$ cat src/rtl/serial_pkg.sv
// Shared types and constants for serial_uart_bridge (UART framing and FSM states).
package serial_pkg;

    typedef enum logic [1:0] {
        IDLE,
        START,
        DATA,
        STOP
    } serialState_e;

    localparam logic        UART_IDLE_LEVEL = 1'b1;
    localparam int unsigned DATA_BITS       = 8;

endpackage

$ cat src/rtl/byte_fifo.sv
// Show-ahead synchronous FIFO; a pop while empty is ignored, a push while full succeeds only alongside a pop.
module byte_fifo #(
    parameter int unsigned DEPTH = 8,
    parameter int unsigned WIDTH = 8
) (
    input  logic                     clock,
    input  logic                     reset,
    input  logic                     push,
    input  logic                     pop,
    input  logic [WIDTH-1:0]         dataIn,
    output logic [WIDTH-1:0]         dataOut,
    output logic                     full,
    output logic                     empty,
    output logic [$clog2(DEPTH):0]   count
);

    localparam int unsigned AW = $clog2(DEPTH);

    logic [WIDTH-1:0] mem [DEPTH];
    logic [AW-1:0]    wrPtr;
    logic [AW-1:0]    rdPtr;
    logic             doPush;
    logic             doPop;

    assign empty   = (count == '0);
    assign full    = (count == (AW+1)'(DEPTH));
    assign doPop   = pop && !empty;
    assign doPush  = push && (!full || doPop);
    assign dataOut = empty ? '0 : mem[rdPtr];

    always_ff @(posedge clock) begin
        if (reset) begin
            wrPtr <= '0;
            rdPtr <= '0;
            count <= '0;
        end else begin
            if (doPush) wrPtr <= wrPtr + 1'b1;
            if (doPop)  rdPtr <= rdPtr + 1'b1;
            case ({doPush, doPop})
                2'b10:   count <= count + 1'b1;
                2'b01:   count <= count - 1'b1;
                default: count <= count;
            endcase
        end
    end

    always_ff @(posedge clock) begin
        if (doPush) mem[wrPtr] <= dataIn;
    end

endmodule

$ cat src/rtl/serial_uart_bridge.sv
// Processor serial handshake to 8N1 UART bridge with per-direction FIFOs.
// Define SERIAL_LOOPBACK_EN to route the TX bit stream back into the receiver.
module serial_uart_bridge
    import serial_pkg::*;
#(
    parameter int unsigned CLKS_PER_BIT = 434,
    parameter int unsigned FIFO_DEPTH   = 8
) (
    input  logic       clock,
    input  logic       reset,
    input  logic [7:0] tx_data_in,
    input  logic       tx_wren_in,
    output logic       tx_ready_out,
    input  logic       rx_rden_in,
    output logic [7:0] rx_data_out,
    output logic       rx_valid_out,
    input  logic       uart_rx_in,
    output logic       uart_tx_out,
    output logic       rx_overflow_out,
    output logic       rx_frame_err_out
);

    localparam int unsigned CW       = $clog2(CLKS_PER_BIT);
    localparam logic [CW-1:0] BIT_LAST = CW'(CLKS_PER_BIT - 1);
    localparam logic [CW-1:0] BIT_HALF = CW'(CLKS_PER_BIT / 2);

    logic [7:0]                  txHead;
    logic                        txFull, txEmpty, txPush, txPop;
    logic [$clog2(FIFO_DEPTH):0] txCount;
    logic                        rxFull, rxEmpty, rxPush, rxPop;
    logic [$clog2(FIFO_DEPTH):0] rxCount;
    logic                        unusedSignals;

    serialState_e txState;
    logic [CW-1:0] txCnt;
    logic [2:0]    txIdx;
    logic [7:0]    txShift;
    logic          txLine;

    serialState_e rxState;
    logic [CW-1:0] rxCnt;
    logic [2:0]    rxIdx;
    logic [7:0]    rxShift;
    logic          rxSrc, rxSync1, rxSync2;

    assign tx_ready_out = !txFull;
    assign txPush       = tx_wren_in && tx_ready_out;
    assign txPop        = !txEmpty &&
                          (txState == IDLE || (txState == STOP && txCnt == BIT_LAST));

    assign rx_valid_out = !rxEmpty;
    assign rxPop        = rx_rden_in && rx_valid_out;
    assign rxPush       = (rxState == STOP) && (rxCnt == BIT_LAST) && rxSync2;

    byte_fifo #(.DEPTH(FIFO_DEPTH), .WIDTH(DATA_BITS)) txFifo (
        .clock(clock), .reset(reset), .push(txPush), .pop(txPop),
        .dataIn(tx_data_in), .dataOut(txHead),
        .full(txFull), .empty(txEmpty), .count(txCount)
    );

    byte_fifo #(.DEPTH(FIFO_DEPTH), .WIDTH(DATA_BITS)) rxFifo (
        .clock(clock), .reset(reset), .push(rxPush), .pop(rxPop),
        .dataIn(rxShift), .dataOut(rx_data_out),
        .full(rxFull), .empty(rxEmpty), .count(rxCount)
    );

`ifdef SERIAL_LOOPBACK_EN
    assign rxSrc         = txLine;
    assign uart_tx_out   = UART_IDLE_LEVEL;
    assign unusedSignals = ^{uart_rx_in, txCount, rxCount};
`else
    assign rxSrc         = uart_rx_in;
    assign uart_tx_out   = txLine;
    assign unusedSignals = ^{txCount, rxCount};
`endif

    // STOP reloads straight into START so queued bytes go out with no idle gap.
    always_ff @(posedge clock) begin
        if (reset) begin
            txState <= IDLE;
            txCnt   <= '0;
            txIdx   <= '0;
            txShift <= '0;
            txLine  <= UART_IDLE_LEVEL;
        end else begin
            case (txState)
                IDLE: begin
                    txLine <= UART_IDLE_LEVEL;
                    if (!txEmpty) begin
                        txShift <= txHead;
                        txCnt   <= '0;
                        txLine  <= 1'b0;
                        txState <= START;
                    end
                end
                START: begin
                    if (txCnt == BIT_LAST) begin
                        txCnt   <= '0;
                        txIdx   <= '0;
                        txLine  <= txShift[0];
                        txState <= DATA;
                    end else begin
                        txCnt <= txCnt + 1'b1;
                    end
                end
                DATA: begin
                    if (txCnt == BIT_LAST) begin
                        txCnt <= '0;
                        if (txIdx == 3'd7) begin
                            txLine  <= UART_IDLE_LEVEL;
                            txState <= STOP;
                        end else begin
                            txIdx  <= txIdx + 3'd1;
                            txLine <= txShift[txIdx + 3'd1];
                        end
                    end else begin
                        txCnt <= txCnt + 1'b1;
                    end
                end
                STOP: begin
                    if (txCnt == BIT_LAST) begin
                        txCnt <= '0;
                        if (!txEmpty) begin
                            txShift <= txHead;
                            txLine  <= 1'b0;
                            txState <= START;
                        end else begin
                            txState <= IDLE;
                        end
                    end else begin
                        txCnt <= txCnt + 1'b1;
                    end
                end
                default: txState <= IDLE;
            endcase
        end
    end

    always_ff @(posedge clock) begin
        if (reset) begin
            rxSync1          <= UART_IDLE_LEVEL;
            rxSync2          <= UART_IDLE_LEVEL;
            rxState          <= IDLE;
            rxCnt            <= '0;
            rxIdx            <= '0;
            rxShift          <= '0;
            rx_overflow_out  <= 1'b0;
            rx_frame_err_out <= 1'b0;
        end else begin
            rxSync1 <= rxSrc;
            rxSync2 <= rxSync1;
            case (rxState)
                IDLE: begin
                    if (!rxSync2) begin
                        rxCnt   <= '0;
                        rxState <= START;
                    end
                end
                START: begin
                    if (rxCnt == BIT_HALF) begin
                        rxCnt   <= '0;
                        rxIdx   <= '0;
                        rxState <= rxSync2 ? IDLE : DATA;
                    end else begin
                        rxCnt <= rxCnt + 1'b1;
                    end
                end
                DATA: begin
                    if (rxCnt == BIT_LAST) begin
                        rxCnt          <= '0;
                        rxShift[rxIdx] <= rxSync2;
                        rxIdx          <= rxIdx + 3'd1;
                        if (rxIdx == 3'd7) rxState <= STOP;
                    end else begin
                        rxCnt <= rxCnt + 1'b1;
                    end
                end
                STOP: begin
                    if (rxCnt == BIT_LAST) begin
                        rxCnt   <= '0;
                        rxState <= IDLE;
                        if (!rxSync2)
                            rx_frame_err_out <= 1'b1;
                        else if (rxFull && !rxPop)
                            rx_overflow_out <= 1'b1;
                    end else begin
                        rxCnt <= rxCnt + 1'b1;
                    end
                end
                default: rxState <= IDLE;
            endcase
        end
    end

endmodule
$ cat config.mk
export PLATFORM = sky130hd
export DESIGN_NAME = serial_uart_bridge
export DESIGN_NICKNAME = d
export VERILOG_FILES = /design/src/rtl/serial_pkg.sv /design/src/rtl/byte_fifo.sv /design/src/rtl/serial_uart_bridge.sv
export SDC_FILE = /design/constraint.sdc
export NUM_CORES = 1
export LEC_CHECK = 0
export CELL_PAD_IN_SITES_DETAIL_PLACEMENT = 0
export CELL_PAD_IN_SITES_GLOBAL_PLACEMENT = 1
export CORE_MARGIN = 2
export CORE_UTILIZATION = 51
export CTS_CLUSTER_DIAMETER = 200
export DETAILED_ROUTE_END_ITERATION = 8
export HOLD_SLACK_MARGIN = 0.03
export PLACE_DENSITY_LB_ADDON = 0.1
export SYNTH_ARGS = -nofsm -noshare
export SYNTH_HDL_FRONTEND = slang
export SYNTH_SLANG_ARGS = --single-unit
$ cat constraint.sdc
create_clock -name clock -period 4 [get_ports clock]
set_clock_uncertainty 0.05 [all_clocks]
set_input_delay 0.4 -clock clock [delete_from_list [all_inputs] [get_ports clock]]
set_output_delay 0.4 -clock clock [all_outputs]
set_load 0.01 [all_outputs]
# Word level (Yosys, flattened, before mapping)
# Memory sizes are Yosys's and may differ from the RTL's. A register that Yosys moved wholly into a read port is not among the register bits.
# Cells that the tools add are included.
[op_classes]
n_addsub = 12
n_lt_le_gt_ge = 3
eq_ne = 29
muxes = 54
bitwise = 1
reduce_logical = 40
[op_table]
columns = ["op", "n"]
rows = [
  ["two-way mux 9 bit", 5],
  ["two-way mux 3 bit", 9],
  ["one-hot mux 9 bit (3 select lines)", 1],
  ["two-way mux 8 bit", 3],
  ["two-way mux 2 bit", 11],
  ["inequality test 2 bit (second input constant)", 10],
  ["adder 3 x 1 -> 3 bit (second input constant)", 6],
  ["adder 9 x 1 -> 9 bit (second input constant)", 2],
  ["equality test 9 bit (second input constant)", 2],
  ["one-hot mux 9 bit (2 select lines)", 1],
  ["one-hot mux 2 bit (4 select lines)", 2],
  ["one-hot mux 4 bit (2 select lines)", 2],
  ["one-hot mux 8 bit (2 select lines)", 1],
  ["two-way mux 1 bit", 13],
  ["equality test 2 bit (second input constant)", 6],
  ["logical AND 1 bit", 12],
  ["one-hot mux 3 bit (2 select lines)", 2],
  ["AND reduction 4 bit", 3],
  ["AND reduction 5 bit", 2],
  ["nonzero test 2 bit", 5],
  ["equality test 9 x 8 -> 1 bit (second input constant)", 1],
  ["adder 4 x 1 -> 4 bit (second input constant)", 2],
  ["bitwise mux 8 bit", 1],
  ["equality test 2 x 1 -> 1 bit (second input constant)", 4],
  ["18 further kinds", 33],
]
[word_totals]
reg_bits = 69
ramBits = 128
input_bits = 13
out_inout_bits = 13
n_memories = 2
[memory_table]
columns = ["memory", "words", "word_bits", "read_ports", "rd_ports_with_merged_regs", "wr", "line", "text"]
rows = [
  ["rxFifo.mem", 8, 8, 1, 1, 1, "byte_fifo.sv:19", "logic [WIDTH-1:0] mem [DEPTH];"],
  ["txFifo.mem", 8, 8, 1, 1, 1, "byte_fifo.sv:19", ""],
]

# Logic depth before layout (Yosys ltp)
[depth]
depth_word = 9
mapped_depth = 13
ltp_nobuf = 13

# Modules after synthesis
# From an unflattened synthesis, not the netlist that was laid out.
[hier_totals]
cells_unflattened = 693
area_unflattened_um2 = 9103.7
[by_module_without_submodules]
columns = ["module", "n_inst", "cells_per_inst", "area_per_inst_um2", "seq_area_each_um2"]
rows = [
  ["byte_fifo", 2, 185, 3185.6, 2182.1],
  ["serial_uart_bridge", 1, 323, 2732.6, 980.9],
]

# Least setup slack after synthesis
# OpenSTA, ideal clock, no wires.
[synth_timing]
path_kind = "register -> register"
start = "register rxFifo.count[0]"
end = "register rxFifo.count[3]"
setup_time_ns = 0.070
t_arrival_ns = 2.726
required_ns = 3.880
path_slack_ns = 1.154
path_stages_with_launch = 12
path_buffers = 1
period_less_slack_ns = 2.846
path_cell_list = "dfxtp_1 -> nor4_2 -> inv_1 -> and2_1 -> clkbuf_1 -> ha_1 -> ha_1 -> a21o_1 -> a21oi_1 -> xnor2_1 -> or3_1 -> a21oi_1"
[synth_between]
elab_chain_len = 8
word_cells_on_any_way = 14
cone_classes = "2 x add/sub; 3 x eq/ne; 1 x mux; 8 x reduce/logical"
[synth_rtl]
columns = ["element", "line", "text"]
rows = [
  ["from (decl)", "byte_fifo.sv:14", "output logic [$clog2(DEPTH):0] count"],
  ["from (signal assigned)", "byte_fifo.sv:40", "2'b10: count <= count + 1'b1;"],
  ["from (signal assigned)", "byte_fifo.sv:41", "2'b01: count <= count - 1'b1;"],
  ["from (signal assigned)", "byte_fifo.sv:42", "default: count <= count;"],
  ["logical NOT 4 bit (*)", "byte_fifo.sv:25", "assign empty = (count == '0);"],
  ["logical NOT 1 bit (*)", "serial_uart_bridge.sv:51", "assign rx_valid_out = !rxEmpty;"],
  ["via rx_valid_out", "serial_uart_bridge.sv:16", "output logic rx_valid_out,"],
  ["logical AND 1 bit", "serial_uart_bridge.sv:52", "assign rxPop = rx_rden_in && rx_valid_out;"],
  ["logical AND 1 bit (*)", "byte_fifo.sv:27", "assign doPop = pop && !empty;"],
  ["via rxFifo.doPop", "byte_fifo.sv:23", "logic doPop;"],
  ["logical OR 1 bit", "byte_fifo.sv:28", "assign doPush = push && (!full || doPop);"],
  ["logical AND 1 bit", "byte_fifo.sv:28", ""],
  ["equality test 2 x 1 -> 1 bit / equality test 2 bit (equally long branches)", "byte_fifo.sv:39", "case ({doPush, doPop})"],
  ["one-hot mux 4 bit (2 select lines) / nonzero test 2 bit (equally long branches)", "n/a", ""],
]
# Mark *: on every way through the listed nets, which the timed path passes. The rest lies on a longest branch.
# A chain may end at the register's enable or synchronous reset.

# Final worst setup path
[layout_timing]
start = "register rxCnt[5]"
end = "register rxFifo.count[3]"
[layout_between]
elab_chain_len = 6
word_cells_on_any_way = 8
cone_classes = "3 x eq/ne; 1 x mux; 4 x reduce/logical"
[layout_rtl]
columns = ["element", "line", "text"]
rows = [
  ["from (decl)", "serial_uart_bridge.sv:41", "logic [CW-1:0] rxCnt;"],
  ["from (signal assigned)", "serial_uart_bridge.sv:165", "rxCnt <= rxCnt + 1'b1;"],
  ["from (signal assigned)", "serial_uart_bridge.sv:175", "rxCnt <= rxCnt + 1'b1;"],
  ["from (signal assigned)", "serial_uart_bridge.sv:187", "rxCnt <= rxCnt + 1'b1;"],
  ["equality test 9 bit (*)", "serial_uart_bridge.sv:53", "assign rxPush = (rxState == STOP) && (rxCnt == BIT_LAST) && rxSync2;"],
  ["logical AND 1 bit (*) (2 in a row)", "serial_uart_bridge.sv:53", ""],
  ["logical AND 1 bit (*)", "byte_fifo.sv:28", ""],
  ["equality test 2 x 1 -> 1 bit / equality test 2 bit (equally long branches)", "byte_fifo.sv:39", ""],
  ["one-hot mux 4 bit (2 select lines) / nonzero test 2 bit (equally long branches)", "n/a", ""],
]
# Every way passes the cells marked *; elsewhere a longest branch is shown, timed or not.

==> impl_results.md <==
* Ys async rst share at 0%
* Period minus WS final at 3.11 ns
* RSZ-0062 raised after global routing: false
* Largest stage delay, worst path at 0.46 ns
* Post-synthesis net count at 667
* Crit. End Element: flop
* Average wire per cell in the routed design at 17.4 um
* Starting density of the core at 52.2%
* Internal Pwr Total at 3870 uW
* Skew-Pair Late Insertion Delay at 0.49 ns
* Sequential fraction of the synthesis area at 61.5%
* Antenna violations before repair at 0
* Chip width at 135 um
* Cell family with the largest share of critical-path delay: simple AND/OR/NAND/NOR gates
* Antenna cells at 0
* Remaining global-route overflow at 0
* DR vias/cell at 5.58
* Postcts setup bufs at 0
* Final core utilization at 58.9%
* Post-CTS Hold Buffers at 0
* Clock power frac at 35.8%
* CP required at 4.37 ns
* Die Ht at 135 um
* Max Cap Viol at 0
* Leakage at 0.00323 uW
* Drc violations at 0
* Slowest cell on the critical path: dfxtp_1
* Root Driver: clkbuf_16
* P&R area growth vs syn at 12.8%
* Row Count at 47
* Final setup TNS at 0 ns
* Share of layout cells above drive strength 1 at 12.8%
* Met1 GRT Util at 22.7%
* Pwr Density at 535 nW/um2
* DIE AREA at 18100 um2
* Drt first pass iters at 5
* Tot GR Track Use at 17.8%
* Largest net degree at the start of global routing at 46
* Slew at the pin closest to its max-slew limit at 0.959 ns
* Resized Gates After CTS at 0
* CP Class: reg -> reg
* DR iter-0 viols at 315
* Final setup viols at 0
* Avg Inst Size Synth at 13.8 um2
* Reg clk slew, reported paths at 0.06 ns
* Worst min path class: reg -> reg
* Fin. Hold Viols at 0
* Overall routed net length at 15600 um
* Synthesized area at 8690 um2
* Synth warn at 0
* Switch Pwr at 1370 uW
* Crit path DAT at 3.48 ns
* GR Util met3 at 2.93%
* Crit path max fanout at 9
* F_max at 321 MHz
* First-pass GRT wire length at 25500 um
* Detailed Place HPWL at 10100 um
* Core Area at 16600 um2
* CTS tree: done
* Gate power share at 17.8%
* Vias in the first global route at 5103
* CTS buffer count at 22
* Startpoint Class: flop
* Max-slew violation count at 0
* Post-synth EDFFs at 128
* CTS HTree Levels at 1
* Port Buffers at 25
* Grt peak-use layer: met2
* # clock sinks at 203
* Layout Nets at 700
* Remaining antenna violation count at 0
* CP bufs+invs at 1
* Clk buf depth at 3
* Outcome: finished clean
* Number of synthesized register bits at 203
* IO Pins at 26
* Mapped Cells at 630
* Post-synth top flop: edfxtp_1
* Crit-path cells: and4bb_2 > nand4_1 > nor4_2 > inv_1 > ha_1 > ha_1 > a21o_1 > a21oi_1 > xnor2_1 > or3_1 > a21oi_1
* Rel. slew slack at 35.9%
* Peak supply drop at 0.541 mV
* Final period utilization at 77.8%
* Post-synthesis cell type count at 61
* Sw frac at 26.2%
* Flop pwr share at 46.4%
* Vias at 5017
* Placer Congestion at 0.812
* Met2 GRT Util at 32.0%
[cell usage in the layout, fill, tap and decap left out, types with 4 or more instances in the layout]
cell / n
dfxtp_1: 75
clkdlybuf4s50_1: 24
buf_4: 12
nand2b_1: 10
nor2_1: 81
o21ai_0: 11
o31ai_1: 4
xnor2_1: 11
nand2_1: 25
xor2_1: 9
or3_1: 6
edfxtp_1: 128
mux2i_1: 35
nor3b_1: 7
ha_1: 23
nand4_1: 4
nor3_1: 20
clkbuf_16: 23
a21oi_1: 21
or2_2: 4
clkbuf_1: 9
clkinv_1: 4
a211oi_1: 11
inv_1: 17
nand3_1: 12
mux4_2: 32
[metal layers]
layer,wire (um),vias up
li1,-,2440
met1,6750,2474
met2,8020,82
met3,554,21
met4,279,0
met5,0,-
[per-stage QoR]
step | total power [uW] | hold WS (ns) | instances | area, um2 | setup WS [ns]
after floorplan | 3230 | 0.339 | 630 | 8690 | 1.15
after global placement | 3380 | 0.353 | 859 | 9130 | 0.990
after detailed placement | 3410 | 0.351 | 859 | 9130 | 0.895
after CTS | 5310 | 0.365 | 899 | 9800 | 0.877
after global routing | 5520 | 0.382 | 899 | 9800 | 0.599
final | 5250 | 0.366 | 899 | 9800 | 0.889
[Yosys cell counts, types with 6 or more instances]
library cell	count	share of area [%]
a211oi_1	11	0.95
a21oi_1	21	1.2
clkbuf_1	15	0.65
dfxtp_1	75	17
edfxtp_1	128	44
ha_1	23	3.3
inv_1	17	0.73
mux2i_1	35	4.0
mux4_2	32	8.3
nand2_1	25	1.1
nand2b_1	10	0.72
nand3_1	12	0.69
nor2_1	81	3.5
nor3_1	20	1.2
nor3b_1	7	0.60
o21ai_0	11	0.63
or3_1	6	0.43
xnor2_1	11	1.1
xor2_1	9	0.91
[flip-flops by register name, summed over array words and instances, names as in the netlist, 2 cells and up, named ones only]
register / flops
txFifo.count: 4
txFifo.mem: 64
txFifo.rdPtr: 3
txState: 2
txCnt: 9
txShift: 8
rxCnt: 9
rxIdx: 3
rxFifo.rdPtr: 3
rxFifo.wrPtr: 3
txFifo.wrPtr: 3
rxFifo.count: 4
rxShift: 8
txIdx: 3
rxFifo.mem: 64
[worst register-to-register path, delay by kind of cell (launching register included)]
kind                     cells  cell delay [ns]
adder cells (fa/ha/maj)      2             0.54
AND/OR/NAND/NOR              4             1.23
flip-flops                   1             0.46
AO/OA/AOI/OAI                3             0.50
XOR/XNOR                     1             0.10
buffers and inverters        1             0.16
[power groups by stage]
stage	Clock, uW	Combinational (uW)	Sequential (uW)
floorplan	0	802	2430
global placement	0	909	2480
detailed placement	0	932	2480
CTS	1930	943	2440
global route	2020	1050	2460
finish	1880	932	2440
[area by class of cell]
cell class	instances	area (um2)
fill	1295	6840
multi-input combinational	382	3110
clock inverter	8	66.3
clock buffer	32	609
sequential	203	5350
tap	220	275
timing repair buffer	37	335
inverter	17	63.8
[kinds of logic after synthesis]
logic type,synth area share (%)
adder cells (fa/ha/maj),3.54
XOR/XNOR,2.02
multiplexers,13.1
buffers and inverters,2.74
flip-flops,61.5
AO/OA/AOI/OAI,5.47
AND/OR/NAND/NOR,11.7
[worst paths after layout]
check | from | to | slack, ns | cells past startpoint
max | rxCnt[5] | rxFifo.count[3] | 0.89 | 11
min | rxSync1 | rxSync2 | 0.37 | 1
min reg2reg | rxSync1 | rxSync2 | 0.37 | 1
max reg2reg | rxCnt[5] | rxFifo.count[3] | 0.89 | 11
(Power assumes the default switching activity.)
